$ cat src/rtl/block_unpacker.sv
// Splits one packed word of up to 2*MAX_NUM_BLOCKS blocks into output beats
// of at most MAX_NUM_BLOCKS blocks each, under valid/ready backpressure.
module block_unpacker #(
  parameter int unsigned BLOCK_SIZE     = 64,
  parameter int unsigned MAX_NUM_BLOCKS = 1
) (
  input  logic                                  clk,
  input  logic                                  rst,
  output logic                                  in_ready,
  input  logic [2*MAX_NUM_BLOCKS*BLOCK_SIZE-1:0] in_data,
  input  logic                                  in_valid,
  input  logic [31:0]                           in_num,
  input  logic                                  in_last,
  input  logic                                  ready_4_output,
  output logic [MAX_NUM_BLOCKS*BLOCK_SIZE-1:0]  out_data,
  output logic                                  out_valid,
  output logic [31:0]                           out_num,
  output logic                                  out_last
);

  localparam int unsigned IN_BLOCKS = 2 * MAX_NUM_BLOCKS;
  localparam int unsigned REM_W     = $clog2(IN_BLOCKS + 1);
  localparam int unsigned IDX_W     = $clog2(IN_BLOCKS);

  typedef enum logic {IDLE, DRAIN} state_t;

  state_t                 state_q, state_d;
  logic [BLOCK_SIZE-1:0]  buf_q [IN_BLOCKS];
  logic [REM_W-1:0]       rem_q, rem_d;
  logic [REM_W-1:0]       ptr_q, ptr_d;
  logic                   last_q, last_d;
  logic                   load;
  logic [REM_W-1:0]       n_eff;
  logic [REM_W-1:0]       num_c;

  // Oversized counts are clamped to the word capacity
  always_comb begin
    if (in_num > 32'(IN_BLOCKS)) n_eff = REM_W'(IN_BLOCKS);
    else                         n_eff = REM_W'(in_num);
  end

  always_comb begin
    if (state_q != DRAIN)                   num_c = '0;
    else if (rem_q > REM_W'(MAX_NUM_BLOCKS)) num_c = REM_W'(MAX_NUM_BLOCKS);
    else                                     num_c = rem_q;
  end

  // Next-state logic
  always_comb begin
    state_d = state_q;
    rem_d   = rem_q;
    ptr_d   = ptr_q;
    last_d  = last_q;
    load    = 1'b0;
    case (state_q)
      IDLE: begin
        // Empty non-last words are swallowed without producing a beat
        if (in_valid && ((n_eff != '0) || in_last)) begin
          load    = 1'b1;
          rem_d   = n_eff;
          ptr_d   = '0;
          last_d  = in_last;
          state_d = DRAIN;
        end
      end
      DRAIN: begin
        if (ready_4_output) begin
          rem_d = rem_q - num_c;
          ptr_d = ptr_q + num_c;
          if (rem_q == num_c) state_d = IDLE;
        end
      end
      default: state_d = IDLE;
    endcase
  end

  // State and buffer registers
  always_ff @(posedge clk or posedge rst) begin
    if (rst) begin
      state_q <= IDLE;
      rem_q   <= '0;
      ptr_q   <= '0;
      last_q  <= 1'b0;
      for (int i = 0; i < int'(IN_BLOCKS); i++) buf_q[i] <= '0;
    end else begin
      state_q <= state_d;
      rem_q   <= rem_d;
      ptr_q   <= ptr_d;
      last_q  <= last_d;
      if (load) begin
        for (int i = 0; i < int'(IN_BLOCKS); i++)
          buf_q[i] <= in_data[i*BLOCK_SIZE +: BLOCK_SIZE];
      end
    end
  end

  // Output decode from registers only; lanes above out_num stay zero
  always_comb begin
    out_data = '0;
    for (int k = 0; k < int'(MAX_NUM_BLOCKS); k++) begin
      if (REM_W'(k) < num_c)
        out_data[k*BLOCK_SIZE +: BLOCK_SIZE] = buf_q[IDX_W'(ptr_q + REM_W'(k))];
    end
  end

  assign in_ready  = (state_q == IDLE);
  assign out_valid = (state_q == DRAIN);
  assign out_num   = 32'(num_c);
  assign out_last  = (state_q == DRAIN) && last_q && (rem_q <= REM_W'(MAX_NUM_BLOCKS));

endmodule

$ cat config.mk
export PLATFORM = sky130hd
export DESIGN_NAME = block_unpacker
export DESIGN_NICKNAME = d
export VERILOG_FILES = /design/src/rtl/block_unpacker.sv
export SDC_FILE = /design/constraint.sdc
export NUM_CORES = 1
export LEC_CHECK = 0
export CAP_MARGIN = 20
export CORE_ASPECT_RATIO = 1.4
export CORE_MARGIN = 10
export CORE_UTILIZATION = 33
export DETAILED_ROUTE_END_ITERATION = 12
export PLACE_DENSITY_LB_ADDON = 0.25
export REMOVE_ABC_BUFFERS = 1
export SYNTH_ARGS = -nofsm -noshare
export SYNTH_HDL_FRONTEND = slang
export SYNTH_SLANG_ARGS = --single-unit
$ cat constraint.sdc
create_clock -name clk -period 6.7 [get_ports clk]
set_input_delay 2.01 -clock clk [delete_from_list [all_inputs] [get_ports clk]]
set_output_delay 2.01 -clock clk [all_outputs]
set_load 0.02 [all_outputs]
== Yosys cells after proc, flatten, opt, wreduce, memory -nomap -nowiden ==
Index checks and enable logic that the tools add are counted.

* $add $sub $neg: 2
* $lt $le $gt $ge: 5
* Equal/unequal tests: 3
* Muxes and demuxes: 18
* Bitwise operators: 2
* Reductions and logical operators: 7

{| class="wikitable"
|+ Operators by type and width
! kind !! number
|-
| two-way mux 64 bit || 4
|-
| greater-than comparator 32 x 2 -> 1 bit (second input constant) || 1
|-
| two-way mux 2 bit || 7
|-
| one-hot mux 2 bit (2 select lines) || 2
|-
| two-way mux 1 bit || 4
|-
| AND reduction 2 bit || 2
|-
| logical AND 1 bit || 3
|-
| adder 2 bit || 1
|-
| == test 2 bit || 1
|-
| >= comparator 2 bit (second input constant) || 1
|-
| greater-than comparator 2 x 1 -> 1 bit (second input constant) || 1
|-
| <= comparator 2 x 1 -> 1 bit (second input constant) || 1
|-
| < comparator 1 x 2 -> 1 bit (first input constant) || 1
|-
| != test 2 x 1 -> 1 bit (second input constant) || 1
|-
| != test 2 bit (second input constant) || 1
|-
| NOT 1 -> 2 bit || 1
|-
| one-hot mux 1 bit (2 select lines) || 1
|-
| nonzero test 2 bit || 1
|-
| subtractor 2 bit || 1
|-
| logical OR 1 bit || 1
|-
| NOT 1 bit || 1
|}

* Register bits after elaboration: 134
* Bits of input ports: 165
* Output and inout port bits: 99

== Depth between registers and ports, before layout ==
Gate-level depths: netlist of run 1.

* Depth in word-level cells: 7
* Gate-level depth with buffers: 9
* Depth with buffers taken out: 6

== Worst setup path after synthesis of run 1 ==
Ideal clock, no wire load.

* Path type: input-to-reg
* Start point: input in_num[17]
* End point: register buf_q[0] (netlist bit)
* Setup time: 0.127 ns
* Arrival time: 3.485 ns
* Data required time: 6.573 ns
* Setup slack: 3.088 ns
* Stages on the path: 6
* Buffers on the path: 2
* Cells stage by stage: nor4_1 > nand4_1 > o31ai_2 > buf_4 > buf_6 > mux2_1

* Cells in the longest elaborated chain, start to end: 7

{| class="wikitable"
|+ Ends and longest elaborated chain
! item !! line !! text
|-
| from (decl) || 12 || <nowiki>input logic [31:0] in_num,</nowiki>
|-
| greater-than comparator 32 x 2 -> 1 bit || 38 || <nowiki>if (in_num > 32'(IN_BLOCKS)) n_eff = REM_W'(IN_BLOCKS);</nowiki>
|-
| two-way mux 2 bit || 38 ||
|-
| nonzero test 2 bit || 58 || <nowiki>if (in_valid && ((n_eff != '0) || in_last)) begin</nowiki>
|-
| logical OR 1 bit || 58 ||
|-
| logical AND 1 bit || 58 ||
|-
| two-way mux 1 bit || 58 ||
|-
| two-way mux 1 bit || 55 || <nowiki>case (state_q)</nowiki>
|-
| to (signal, indexed assignment) || 92 || <nowiki>buf_q[i] <= in_data[i*BLOCK_SIZE +: BLOCK_SIZE];</nowiki>
|-
| to (decl) || 28 || <nowiki>logic [BLOCK_SIZE-1:0] buf_q [IN_BLOCKS];</nowiki>
|}

No other way between the ends.
A chain may end at the register's enable or synchronous reset.

== Final worst setup path of run 1 ==
* Start point: register rem_q[1]
* End point: output out_data[23]

* Cells in the longest elaborated chain, start to end: 5

{| class="wikitable"
|+ Ends and longest elaborated chain
! item !! line !! text
|-
| from (decl) || 29 || <nowiki>logic [REM_W-1:0] rem_q, rem_d;</nowiki>
|-
| from (signal assigned) || 87 || <nowiki>rem_q <= rem_d;</nowiki>
|-
| greater-than comparator 2 x 1 -> 1 bit || 44 || <nowiki>else if (rem_q > REM_W'(MAX_NUM_BLOCKS)) num_c = REM_W'(MAX_NUM_BLOCKS);</nowiki>
|-
| two-way mux 2 bit (*) || 44 ||
|-
| two-way mux 2 bit (*) || 43 || <nowiki>if (state_q != DRAIN) num_c = '0;</nowiki>
|-
| < comparator 1 x 2 -> 1 bit (*) || 101 || <nowiki>if (REM_W'(k) < num_c)</nowiki>
|-
| two-way mux 64 bit (*) || 101 ||
|-
| to (decl) || 15 || <nowiki>output logic [MAX_NUM_BLOCKS*BLOCK_SIZE-1:0] out_data,</nowiki>
|}

Every way passes the cells marked *; elsewhere a longest branch is shown, timed or not.

==> results of run 1 <==
==> metal layers <==
metal	GRT usage, %	wire [µm]	vias to the layer above
met5	0	0	-
met4	5.66	375	0
met3	4.57	1330	20
met2	26.2	9990	160
met1	14.0	6270	2179
li1	-	-	2097
==> report_power, final <==
| group | leakage [nW] | total (W) | switching (W) | internal (W) |
|---|---|---|---|---|
| clock network | 0.298 | 0.000959 | 0.000345 | 0.000614 |
| registers | 1.56 | 0.00148 | 0.000262 | 0.00122 |
| logic | 2.05 | 0.00207 | 0.00101 | 0.00106 |
==> metrics by stage <==
| stage | area (µm²) | worst slack [ns] | power [W] | hold slack [ns] | cells |
|---|---|---|---|---|---|
| after floorplan | 6010 | -2.45 | 0.00272 | 0.464 | 459 |
| after global placement | 8700 | 2.02 | 0.00353 | 0.473 | 940 |
| after detailed placement | 8730 | 1.97 | 0.00361 | 0.480 | 941 |
| after CTS | 9350 | 1.88 | 0.00459 | 0.492 | 972 |
| after global routing | 9350 | 1.74 | 0.00481 | 0.495 | 973 |
| final | 9350 | 1.97 | 0.00451 | 0.486 | 973 |
==> how the worst max path moves through the flow <==
| stage | to | depth (start not counted) | slack [ns] |
|---|---|---|---|
| 2_1_floorplan | buf_q[57] | 4 | -2.45 |
| 3_3_place_gp | buf_q[64] | 6 | 2.02 |
| 3_5_place_dp | buf_q[85] | 6 | 1.97 |
| 4_1_cts | out_num[0] | 4 | 1.88 |
| 5_1_grt | out_num[0] | 4 | 1.74 |
| 6_report | out_data[23] | 4 | 1.97 |
==> cells by family after synthesis <==
group	count (synthesis)	share of synthesized area, %
other	1	0.0593
multiplexers	192	32.9
buffers and inverters	64	6.95
XOR/XNOR	1	0.139
adder cells (fa/ha/maj)	1	0.198
flip-flops	133	52.7
AO/OA/AOI/OAI	15	1.68
AND/OR/NAND/NOR	82	5.38
==> flip-flops by register name (all words and copies together) (netlist names) <==
register,cells
out_valid,1
ptr_q,1
rem_q,2
buf_q,128
last_q,1
==> layout by cell type (no fill, tap or decap), drive strengths merged, types with 2 or more instances in the layout <==
cell type	n
buf	6
conb	31
bufinv	3
clkbuf	20
o21ai	4
clkinvlp	2
nor4	7
nand2	3
nor2	65
mux2	128
nand4	2
inv	5
clkinv	5
dfrtp	133
o31ai	2
mux2i	64
a21oi	2
clkdlybuf4s50	232
==> final cells by class <==
type                       count  area [µm²]  area share [%]
tap                          244         305            3.27
sequential                   133        3330            35.6
antenna                        1        2.50          0.0268
multi-input combinational    322        2690            28.7
inverter                       4        17.5           0.187
clock inverter                11         150            1.61
timing repair buffer         238        2390            25.5
clock buffer                  20         467            4.99
==> synth_stat cells (all sizes together) <==
master	count	area [µm²]
dfrtp	133	3330
mux2	128	1440
nor2	65	244
mux2i	64	641
buf	50	387
clkbuf	10	37.5
nor4	7	43.8
inv	4	15.0
o21ai	4	20.0
nand2	3	11.3
a21oi	2	10.0
nand4	2	12.5
o31ai	2	20.0
a21o	1	7.51
a22o	1	8.76
a22oi	1	7.51
a2bb2oi	1	8.76
a31oi	1	6.26
and2	1	6.26
conb	1	3.75
ha	1	12.5
nand3	1	5.00
nor2b	1	6.26
nor3	1	5.00
o211ai	1	7.51
o32a	1	10.0
or2	1	6.26
xnor2	1	8.76
==> impl_metrics.prom, run 1 <==
# TYPE chip_impl_metric gauge
chip_impl_info{name="outcome",value="completed"} 1
chip_impl_metric{name="antenna_violating_nets_post_route",unit=""} 0
chip_impl_metric{name="ff2ff_setup_slack",unit="ns"} 4.21
chip_impl_metric{name="post_cts_resized",unit=""} 0
chip_impl_info{name="unrepaired_setup_endpoints_after_global_routing",value="no"} 1
chip_impl_metric{name="final_max_slew_viol_count",unit=""} 0
chip_impl_info{name="critical_path.top_delay_family",value="buffers and inverters"} 1
chip_impl_metric{name="cellPowerDensity",unit="mW/mm²"} 482
chip_impl_metric{name="vias_after_detailed_routing",unit=""} 4456
chip_impl_metric{name="ys_seq_elements",unit=""} 133
chip_impl_metric{name="area.growth.synth_to_final",unit="%"} 47.9
chip_impl_metric{name="tritoncts.num_buffers",unit=""} 17
chip_impl_metric{name="io_pins",unit=""} 264
chip_impl_metric{name="clk_latency",unit="ns"} 0.41
chip_impl_metric{name="die_width",unit="µm"} 137
chip_impl_metric{name="antenna_found_initial",unit=""} 1
chip_impl_metric{name="gpl.final_weighted_congestion",unit=""} 0.766
chip_impl_metric{name="synthesis.area_per_instance",unit="µm²"} 12.9
chip_impl_metric{name="postCtsHoldBufs",unit=""} 0
chip_impl_info{name="path_class",value="flip-flop to output port"} 1
chip_impl_metric{name="max_slew_margin",unit="%"} 35.1
chip_impl_info{name="reg2reg_from",value="rem_q[1]"} 1
chip_impl_info{name="reg2reg_to",value="out_valid"} 1
chip_impl_metric{name="maxClockFrequency",unit="MHz"} 211
chip_impl_metric{name="grt.overflow.total",unit=""} 0
chip_impl_metric{name="drt_first_iter_violations",unit=""} 145
chip_impl_metric{name="port-buffer-count",unit=""} 232
chip_impl_metric{name="synth-seq-area-share",unit="%"} 52.7
chip_impl_metric{name="vias_per_cell",unit=""} 4.58
chip_impl_metric{name="postCtsSetupBuffers",unit=""} 0
chip_impl_metric{name="synthesis.area",unit="mm²"} 0.00632
chip_impl_metric{name="worst-r2r-cell-count",unit=""} 7
chip_impl_metric{name="share_of_layout_cells_above_drive_strength_1",unit="%"} 9.89
chip_impl_metric{name="worst-endpoint-arrival",unit="ns"} 2.72
chip_impl_metric{name="clock_skew",unit="ns"} 0.00685
chip_impl_metric{name="pin_count_of_the_biggest_net_entering_global_routing",unit=""} 77
chip_impl_metric{name="detail_route.wl_per_cell",unit="µm"} 18.5
chip_impl_metric{name="required_time_at_the_endpoint_of_the_critical_path",unit="ns"} 4.69
chip_impl_metric{name="post-dp-hpwl",unit="mm"} 13.6
chip_impl_metric{name="gate_count_of_the_mapped_netlist",unit=""} 489
chip_impl_metric{name="final_nets",unit=""} 882
chip_impl_metric{name="final_hold_viol_count",unit=""} 0
chip_impl_metric{name="overall_die_height",unit="µm"} 184
chip_impl_metric{name="sink_count_of_the_clock_tree",unit=""} 133
chip_impl_metric{name="rows",unit=""} 59
chip_impl_metric{name="max-clock-path-buffers",unit=""} 2
chip_impl_info{name="root_buffer",value="clkbuf_16"} 1
chip_impl_metric{name="tightest_slew",unit="ns"} 0.973
chip_impl_metric{name="initial_core_utilization",unit="%"} 33.7
chip_impl_metric{name="tns",unit="ns"} 0
chip_impl_metric{name="critPathMaxStageDelay",unit="ns"} 0.59
chip_impl_info{name="worst_hold_startpoint",value="buf_q[98]"} 1
chip_impl_metric{name="yosys_warnings",unit=""} 0
chip_impl_info{name="timing.critical_path.to_type",value="output port"} 1
chip_impl_metric{name="htree_num_levels",unit=""} 4
chip_impl_metric{name="final.fill_count",unit=""} 1719
chip_impl_metric{name="critPathMaxFanout",unit=""} 51
chip_impl_metric{name="grt_pass1_vias",unit=""} 4953
chip_impl_info{name="worstHoldPathType",value="flip-flop to flip-flop"} 1
chip_impl_metric{name="route.detailed.drc",unit=""} 0
chip_impl_metric{name="cts.reportedPaths.clkPinSlew",unit="ns"} 0.06
chip_impl_metric{name="synth.distinct_cells",unit=""} 33
chip_impl_metric{name="finalCritPeriodShare",unit="%"} 70.6
chip_impl_info{name="crit_path_cell_trace",value="o21ai_4 > buf_4 > nor2_1 > clkdlybuf4s50_1"} 1
chip_impl_info{name="tritoncts_clock_tree",value="done"} 1
chip_impl_info{name="worst_setup_path_startpoint",value="rem_q[1]"} 1
chip_impl_metric{name="sum_of_routed_wire_length_over_all_layers",unit="mm"} 18.0
chip_impl_metric{name="first_pass_iters",unit=""} 4
chip_impl_metric{name="gr-usage-all-layers",unit="%"} 14.1
chip_impl_info{name="crit_slowest_cell",value="buf_4"} 1
chip_impl_metric{name="floorplan_core_area",unit="mm²"} 0.0188
chip_impl_metric{name="setup_viol",unit=""} 0
chip_impl_metric{name="max_cap_viol_count",unit=""} 0
chip_impl_metric{name="grt_first_pass_wirelength",unit="mm"} 27.4
chip_impl_metric{name="p_leak",unit="nW"} 3.91
chip_impl_metric{name="total_die_area",unit="mm²"} 0.0252
chip_impl_info{name="crit_start_category",value="flip-flop"} 1
chip_impl_metric{name="critical_path_buf_inv_count",unit=""} 2
chip_impl_info{name="hold-path-endpoint",value="buf_q[98]"} 1
chip_impl_metric{name="cell_count_of_the_worst_hold_path",unit=""} 1
chip_impl_metric{name="shortest_period_the_worst_path_allows",unit="ns"} 4.73
chip_impl_metric{name="ir_drop",unit="µV"} 292
chip_impl_metric{name="postLayoutCoreUtil",unit="%"} 49.9
Note: power is estimated with default switching activity, not from simulation.
==> run 2, diff against run 1 <==
Clock period 6.7 ns to 4.3 ns, I/O delays scaled along.
==> run 2 against run 1 <==
Clock-buffer cell count is 2 higher. Design area about the same. Global-route usage is essentially flat. Sequential power rose by 52%. Critical path type unchanged. Critical endpoint is now out_data[53]. Highest routed layer unchanged.
==> impl_metrics.prom, run 2 (synthesis gave the netlist of run 1 again) <==
# TYPE chip_impl_metric gauge
chip_impl_metric{name="total_die_area",unit="mm²"} 0.0252
chip_impl_metric{name="rows",unit=""} 59
chip_impl_metric{name="final.setup.worst_slack",unit="ns"} 0.695
chip_impl_metric{name="antenna_violating_nets_post_route",unit=""} 0
chip_impl_metric{name="antenna_found_initial",unit=""} 1
chip_impl_info{name="critical_path.top_delay_family",value="buffers and inverters"} 1
chip_impl_info{name="unrepaired_setup_endpoints_after_global_routing",value="no"} 1
chip_impl_metric{name="power_switching",unit="W"} 0.00251
chip_impl_metric{name="vias_after_detailed_routing",unit=""} 4534
chip_impl_metric{name="p_leak",unit="nW"} 3.91
chip_impl_metric{name="postCtsSetupBuffers",unit=""} 0
chip_impl_metric{name="max_cap_viol_count",unit=""} 0
chip_impl_metric{name="die_width",unit="µm"} 137
chip_impl_info{name="crit_slowest_cell",value="clkdlybuf4s50_1"} 1
chip_impl_metric{name="overall_die_height",unit="µm"} 184
chip_impl_metric{name="grt_first_pass_wirelength",unit="mm"} 27.4
chip_impl_metric{name="initial_core_utilization",unit="%"} 33.7
chip_impl_metric{name="sink_count_of_the_clock_tree",unit=""} 133
chip_impl_metric{name="tightest_slew",unit="ns"} 0.750
chip_impl_metric{name="shortest_period_the_worst_path_allows",unit="ns"} 3.60
chip_impl_metric{name="cellPowerDensity",unit="mW/mm²"} 741
chip_impl_metric{name="first_pass_iters",unit=""} 4
chip_impl_metric{name="critical_path_buf_inv_count",unit=""} 2
chip_impl_metric{name="route.detailed.drc",unit=""} 0
chip_impl_metric{name="tritoncts.num_buffers",unit=""} 17
chip_impl_info{name="worst_setup_path_startpoint",value="out_valid"} 1
chip_impl_metric{name="worst-endpoint-arrival",unit="ns"} 2.31
chip_impl_metric{name="maxClockFrequency",unit="MHz"} 277
chip_impl_info{name="crit_start_category",value="flip-flop"} 1
chip_impl_metric{name="gr-usage-all-layers",unit="%"} 14.1
chip_impl_metric{name="vias_per_cell",unit=""} 4.65
chip_impl_metric{name="clk_latency",unit="ns"} 0.42
chip_impl_metric{name="setup_viol",unit=""} 0
chip_impl_info{name="timing.critical_path.to_type",value="output port"} 1
chip_impl_metric{name="gpl.final_weighted_congestion",unit=""} 0.722
chip_impl_info{name="layout_common_cells",value="clkdlybuf4s50_1, dfrtp_1, mux2_1, nor2_1, mux2i_1"} 1
chip_impl_metric{name="final_nets",unit=""} 884
chip_impl_metric{name="hold_ws",unit="ns"} 0.487
chip_impl_info{name="path_class",value="flip-flop to output port"} 1
chip_impl_metric{name="share_of_layout_cells_above_drive_strength_1",unit="%"} 9.73
chip_impl_metric{name="post-dp-hpwl",unit="mm"} 13.6
chip_impl_metric{name="final_hold_viol_count",unit=""} 0
chip_impl_metric{name="io_pins",unit=""} 264
chip_impl_metric{name="max-clock-path-buffers",unit=""} 2
chip_impl_metric{name="critPathMaxFanout",unit=""} 26
chip_impl_metric{name="dp_worst_slack",unit="ns"} 0.642
chip_impl_metric{name="report.power.total",unit="W"} 0.00692
chip_impl_metric{name="largest_register_ff_count",unit=""} 128
chip_impl_metric{name="floorplan_core_area",unit="mm²"} 0.0188
chip_impl_metric{name="max_slew_margin",unit="%"} 50.0
chip_impl_info{name="crit_path_cell_trace",value="o21ai_4 > buf_12 > nor2_1 > clkdlybuf4s50_1"} 1
chip_impl_metric{name="final.fill_count",unit=""} 1698
chip_impl_metric{name="htree_num_levels",unit=""} 4
chip_impl_metric{name="grt_pass1_vias",unit=""} 5110
chip_impl_info{name="root_buffer",value="clkbuf_16"} 1
chip_impl_metric{name="ir_drop",unit="µV"} 309
chip_impl_metric{name="area.growth.synth_to_final",unit="%"} 47.8
chip_impl_info{name="tritoncts_clock_tree",value="done"} 1
chip_impl_metric{name="power_frac_clock",unit="%"} 19.3
chip_impl_metric{name="postCtsHoldBufs",unit=""} 0
chip_impl_metric{name="post_cts_resized",unit=""} 0
chip_impl_info{name="final_common_cell",value="clkdlybuf4s50_1"} 1
chip_impl_info{name="reg2reg_from",value="out_valid"} 1
chip_impl_metric{name="sum_of_routed_wire_length_over_all_layers",unit="mm"} 17.8
chip_impl_info{name="outcome",value="completed"} 1
chip_impl_metric{name="internal_power_of_the_cells",unit="W"} 0.00442
chip_impl_metric{name="detail_route.wl_per_cell",unit="µm"} 18.3
chip_impl_metric{name="pin_count_of_the_biggest_net_entering_global_routing",unit=""} 77
chip_impl_info{name="worstHoldPathType",value="flip-flop to flip-flop"} 1
chip_impl_metric{name="cts.reportedPaths.clkPinSlew",unit="ns"} 0.06
chip_impl_metric{name="share_seq_of_total_power",unit="%"} 32.5
chip_impl_metric{name="comb_power_share",unit="%"} 48.2
chip_impl_metric{name="critPathMaxStageDelay",unit="ns"} 0.64
chip_impl_metric{name="grt.overflow.total",unit=""} 0
chip_impl_metric{name="finalCritPeriodShare",unit="%"} 83.8
chip_impl_info{name="largest_registers",value="buf_q: 128 flops, rem_q: 2 flops"} 1
chip_impl_metric{name="drt_first_iter_violations",unit=""} 124
chip_impl_metric{name="clock_skew",unit="ns"} 0.0114
chip_impl_metric{name="required_time_at_the_endpoint_of_the_critical_path",unit="ns"} 3.01
chip_impl_metric{name="port-buffer-count",unit=""} 232
chip_impl_info{name="regMostFlops",value="buf_q"} 1
chip_impl_info{name="worst_hold_startpoint",value="buf_q[5]"} 1
chip_impl_metric{name="final_max_slew_viol_count",unit=""} 0
chip_impl_metric{name="tns",unit="ns"} 0
chip_impl_metric{name="power_switching_share",unit="%"} 36.2
[run 2: final timing paths]
kind / endpoint / slack, ns / cells past startpoint
setup / recovery: out_data[53] / 0.70 / 4
min in group asynchronous: buf_q[5] / 1.35 / 2
hold / removal: buf_q[5] / 0.49 / 1
max in group asynchronous: buf_q[49] / 2.14 / 3
setup reg to reg: buf_q[12] / 2.28 / 4
hold reg to reg: buf_q[5] / 0.49 / 1
[run 2: cell type report]
type | count | area (µm²) | share of cell area, %
antenna | 1 | 2.50 | 0.0268
inverter | 4 | 17.5 | 0.187
clock buffer | 22 | 464 | 4.97
tap | 244 | 305 | 3.27
multi-input combinational | 322 | 2690 | 28.7
timing repair buffer | 240 | 2460 | 26.3
sequential | 133 | 3330 | 35.7
clock inverter | 9 | 80.1 | 0.857
[run 2: power groups by stage]
stage	logic, W	clock network (W)	registers (W)
final	0.00334	0.00134	0.00225
after global routing	0.00362	0.00143	0.00234
after CTS	0.00342	0.00138	0.00226
after detailed placement	0.00341	0	0.00228
after global placement	0.00334	0	0.00223
after floorplan	0.00200	0	0.00225
[run 2: layer usage]
metal  global-route usage [%]  vias up  routed length, µm  share of wire, %
met2                     26.3      167               9940                56
met3                     4.68       30               1390               7.8
met4                     6.64        0                556               3.1
met5                        0        -                  0                 0
li1                         -     2094                  -                 -
met1                     13.4     2243               5940                33
[run 2: worst register-to-register path, stage by stage, from the launching register on]
cell and delay, ns:
dfrtp_1 0.51, nor2b_1 0.49, o31ai_4 0.20, buf_12 0.25
mux2_1 0.44
[run 2: metrics by stage]
stage	utilization [%]	std cells	cell area, µm²
finish	49.8	975	9350
CTS	49.8	974	9340
global placement	46.9	943	8800
floorplan	-	459	6010
global route	49.8	975	9350
detailed placement	46.9	943	8800
==> run 3, diff against run 2 <==
Clock period 4.3 ns to 2.9 ns, I/O delays scaled along.
==> run 3 against run 2 <==
Critical path depth stayed put. Via count is 1.4% higher. Sequential share of layout area is 0.57 points lower. Largest power group unchanged. Global-route usage is 0.38 points higher. Die area stayed put. Core utilization is 0.81 points higher. Worst hold slack better by 0.00087 ns. Non-clock buffer count is 24 higher. First-iteration DRC count is 30% higher. Clock power is 44% higher. Clock-buffer cell count is 3 lower. Power is 44% higher.
==> impl_metrics.prom, run 3 (synthesis gave the netlist of run 1 again) <==
# TYPE chip_impl_metric gauge
chip_impl_info{name="outcome",value="completed"} 1
chip_impl_metric{name="clk_latency",unit="ns"} 0.41
chip_impl_info{name="root_buffer",value="clkbuf_16"} 1
chip_impl_metric{name="drt_first_iter_violations",unit=""} 161
chip_impl_metric{name="overall_die_height",unit="µm"} 184
chip_impl_metric{name="rows",unit=""} 59
chip_impl_metric{name="maxClockFrequency",unit="MHz"} 368
chip_impl_info{name="regMostFlops",value="buf_q"} 1
chip_impl_metric{name="hold_ws",unit="ns"} 0.488
chip_impl_metric{name="htree_num_levels",unit=""} 4
chip_impl_metric{name="port-buffer-count",unit=""} 232
chip_impl_metric{name="postCtsHoldBufs",unit=""} 0
chip_impl_metric{name="largest_register_ff_count",unit=""} 128
chip_impl_metric{name="post-dp-hpwl",unit="mm"} 14.6
chip_impl_metric{name="total_die_area",unit="mm²"} 0.0252
chip_impl_info{name="timing.critical_path.to_type",value="output port"} 1
chip_impl_metric{name="share_of_layout_cells_above_drive_strength_1",unit="%"} 12.8
chip_impl_metric{name="final_max_slew_viol_count",unit=""} 0
chip_impl_metric{name="shortest_period_the_worst_path_allows",unit="ns"} 2.72
chip_impl_metric{name="cts.reportedPaths.clkPinSlew",unit="ns"} 0.06
chip_impl_info{name="worstHoldPathType",value="flip-flop to flip-flop"} 1
chip_impl_info{name="worst_hold_startpoint",value="buf_q[29]"} 1
chip_impl_info{name="final_common_cell",value="clkdlybuf4s50_1"} 1
chip_impl_metric{name="max-clock-path-buffers",unit=""} 2
chip_impl_metric{name="final_design_area_no_fill",unit="mm²"} 0.00950
chip_impl_metric{name="sink_count_of_the_clock_tree",unit=""} 133
chip_impl_metric{name="antenna_violating_nets_post_route",unit=""} 0
chip_impl_info{name="tritoncts_clock_tree",value="done"} 1
chip_impl_metric{name="first_pass_iters",unit=""} 4
chip_impl_metric{name="worst-endpoint-arrival",unit="ns"} 1.85
chip_impl_metric{name="finalCritPeriodShare",unit="%"} 93.8
chip_impl_metric{name="grt_first_pass_wirelength",unit="mm"} 28.4
chip_impl_metric{name="max_cap_viol_count",unit=""} 0
chip_impl_info{name="reg2reg_from",value="out_valid"} 1
chip_impl_metric{name="die_width",unit="µm"} 137
chip_impl_metric{name="p_leak",unit="nW"} 4.27
chip_impl_metric{name="setup_viol",unit=""} 0
chip_impl_metric{name="grt.overflow.total",unit=""} 0
chip_impl_metric{name="cellPowerDensity",unit="mW/mm²"} 1050
chip_impl_metric{name="sum_of_routed_wire_length_over_all_layers",unit="mm"} 18.4
chip_impl_metric{name="route.detailed.drc",unit=""} 0
chip_impl_metric{name="final_hold_viol_count",unit=""} 0
chip_impl_metric{name="placement.cell_area",unit="mm²"} 0.00903
chip_impl_metric{name="final.fill_count",unit=""} 1703
chip_impl_metric{name="critPathMaxFanout",unit=""} 51
chip_impl_metric{name="io_pins",unit=""} 264
chip_impl_metric{name="initial_core_utilization",unit="%"} 33.7
chip_impl_metric{name="required_time_at_the_endpoint_of_the_critical_path",unit="ns"} 2.03
chip_impl_metric{name="area.growth.synth_to_final",unit="%"} 50.3
chip_impl_metric{name="gr-usage-all-layers",unit="%"} 14.5
chip_impl_metric{name="ir_drop",unit="µV"} 620
chip_impl_metric{name="antenna_found_initial",unit=""} 0
chip_impl_info{name="unrepaired_setup_endpoints_after_global_routing",value="no"} 1
chip_impl_info{name="layout_common_cells",value="clkdlybuf4s50_1, dfrtp_1, mux2_1, nor2_1"} 1
chip_impl_metric{name="final_nets",unit=""} 908
chip_impl_metric{name="vias_per_cell",unit=""} 4.60
chip_impl_metric{name="pin_count_of_the_biggest_net_entering_global_routing",unit=""} 52
chip_impl_info{name="path_class",value="flip-flop to output port"} 1
chip_impl_info{name="worst_setup_path_startpoint",value="rem_q[1]"} 1
chip_impl_metric{name="num_antenna_cells",unit=""} 0
chip_impl_metric{name="grt_pass1_vias",unit=""} 5385
chip_impl_metric{name="postLayoutCoreUtil",unit="%"} 50.7
chip_impl_metric{name="gpl.final_weighted_congestion",unit=""} 0.750
chip_impl_info{name="largest_registers",value="buf_q: 128 flops, rem_q: 2 flops"} 1
chip_impl_metric{name="floorplan_core_area",unit="mm²"} 0.0188
chip_impl_metric{name="tritoncts.num_buffers",unit=""} 17
chip_impl_info{name="crit_start_category",value="flip-flop"} 1
chip_impl_metric{name="vias_after_detailed_routing",unit=""} 4596
chip_impl_metric{name="clock_skew",unit="ns"} 0.00533
chip_impl_metric{name="detail_route.wl_per_cell",unit="µm"} 18.4
run 3: worst max-delay path, cell delays in order (launching register included):
cell	delay (ns)
dfrtp_1	0.47
o21ai_4	0.21
buf_12	0.29
nor2_1	0.12
dlygate4sd2_1	0.34
run 3: final timing paths:
check | to | slack [ns] | cells after the start
setup / recovery | out_data[21] | 0.18 | 4
hold / removal | buf_q[29] | 0.49 | 1
setup reg to reg | buf_q[9] | 1.11 | 6
hold reg to reg | buf_q[29] | 0.49 | 1
max in group asynchronous | buf_q[3] | 1.47 | 3
min in group asynchronous | buf_q[95] | 0.85 | 2
run 3: layout make-up:
type / instances / area [µm²] / area share, %
timing repair buffer: 264 / 2620 / 27.6
multi-input combinational: 322 / 2690 / 28.3
inverter: 4 / 17.5 / 0.184
clock buffer: 19 / 433 / 4.56
tap: 244 / 305 / 3.21
sequential: 133 / 3330 / 35.1
clock inverter: 13 / 101 / 1.07
run 3: per-stage QoR:
stage,TNS [ns],power [W],instances,setup slack [ns]
after CTS,0,0.0102,999,0.00256
after detailed placement,-13.80,0.00860,965,-0.137
after global placement,-14.95,0.00843,965,-0.137
final,0,0.00998,999,0.179
after global routing,0,0.0107,999,0.0737
after floorplan,-1001.51,0.00629,459,-5.11
run 3: power breakdown:
part           leakage, nW  total [W]  internal, W  switching, W
Combinational         2.45    0.00474      0.00225       0.00248
Clock                0.251    0.00193      0.00110      0.000829
Sequential            1.56    0.00331      0.00281      0.000498
run 3: timing repair:
action                     4_1_cts  5_1_grt
setup endpoints to repair       65        1
gates resized for setup         64        1
pin swaps                        0        0
buffers inserted                 2        0
run 3: per-layer routing:
layer | routed length, µm | up-vias | global-route usage [%]
li1 | - | 2154 | -
met1 | 6160 | 2262 | 13.3
met2 | 10600 | 160 | 28.8
met3 | 1380 | 20 | 4.24
met4 | 284 | 0 | 5.03
met5 | 0 | - | 0
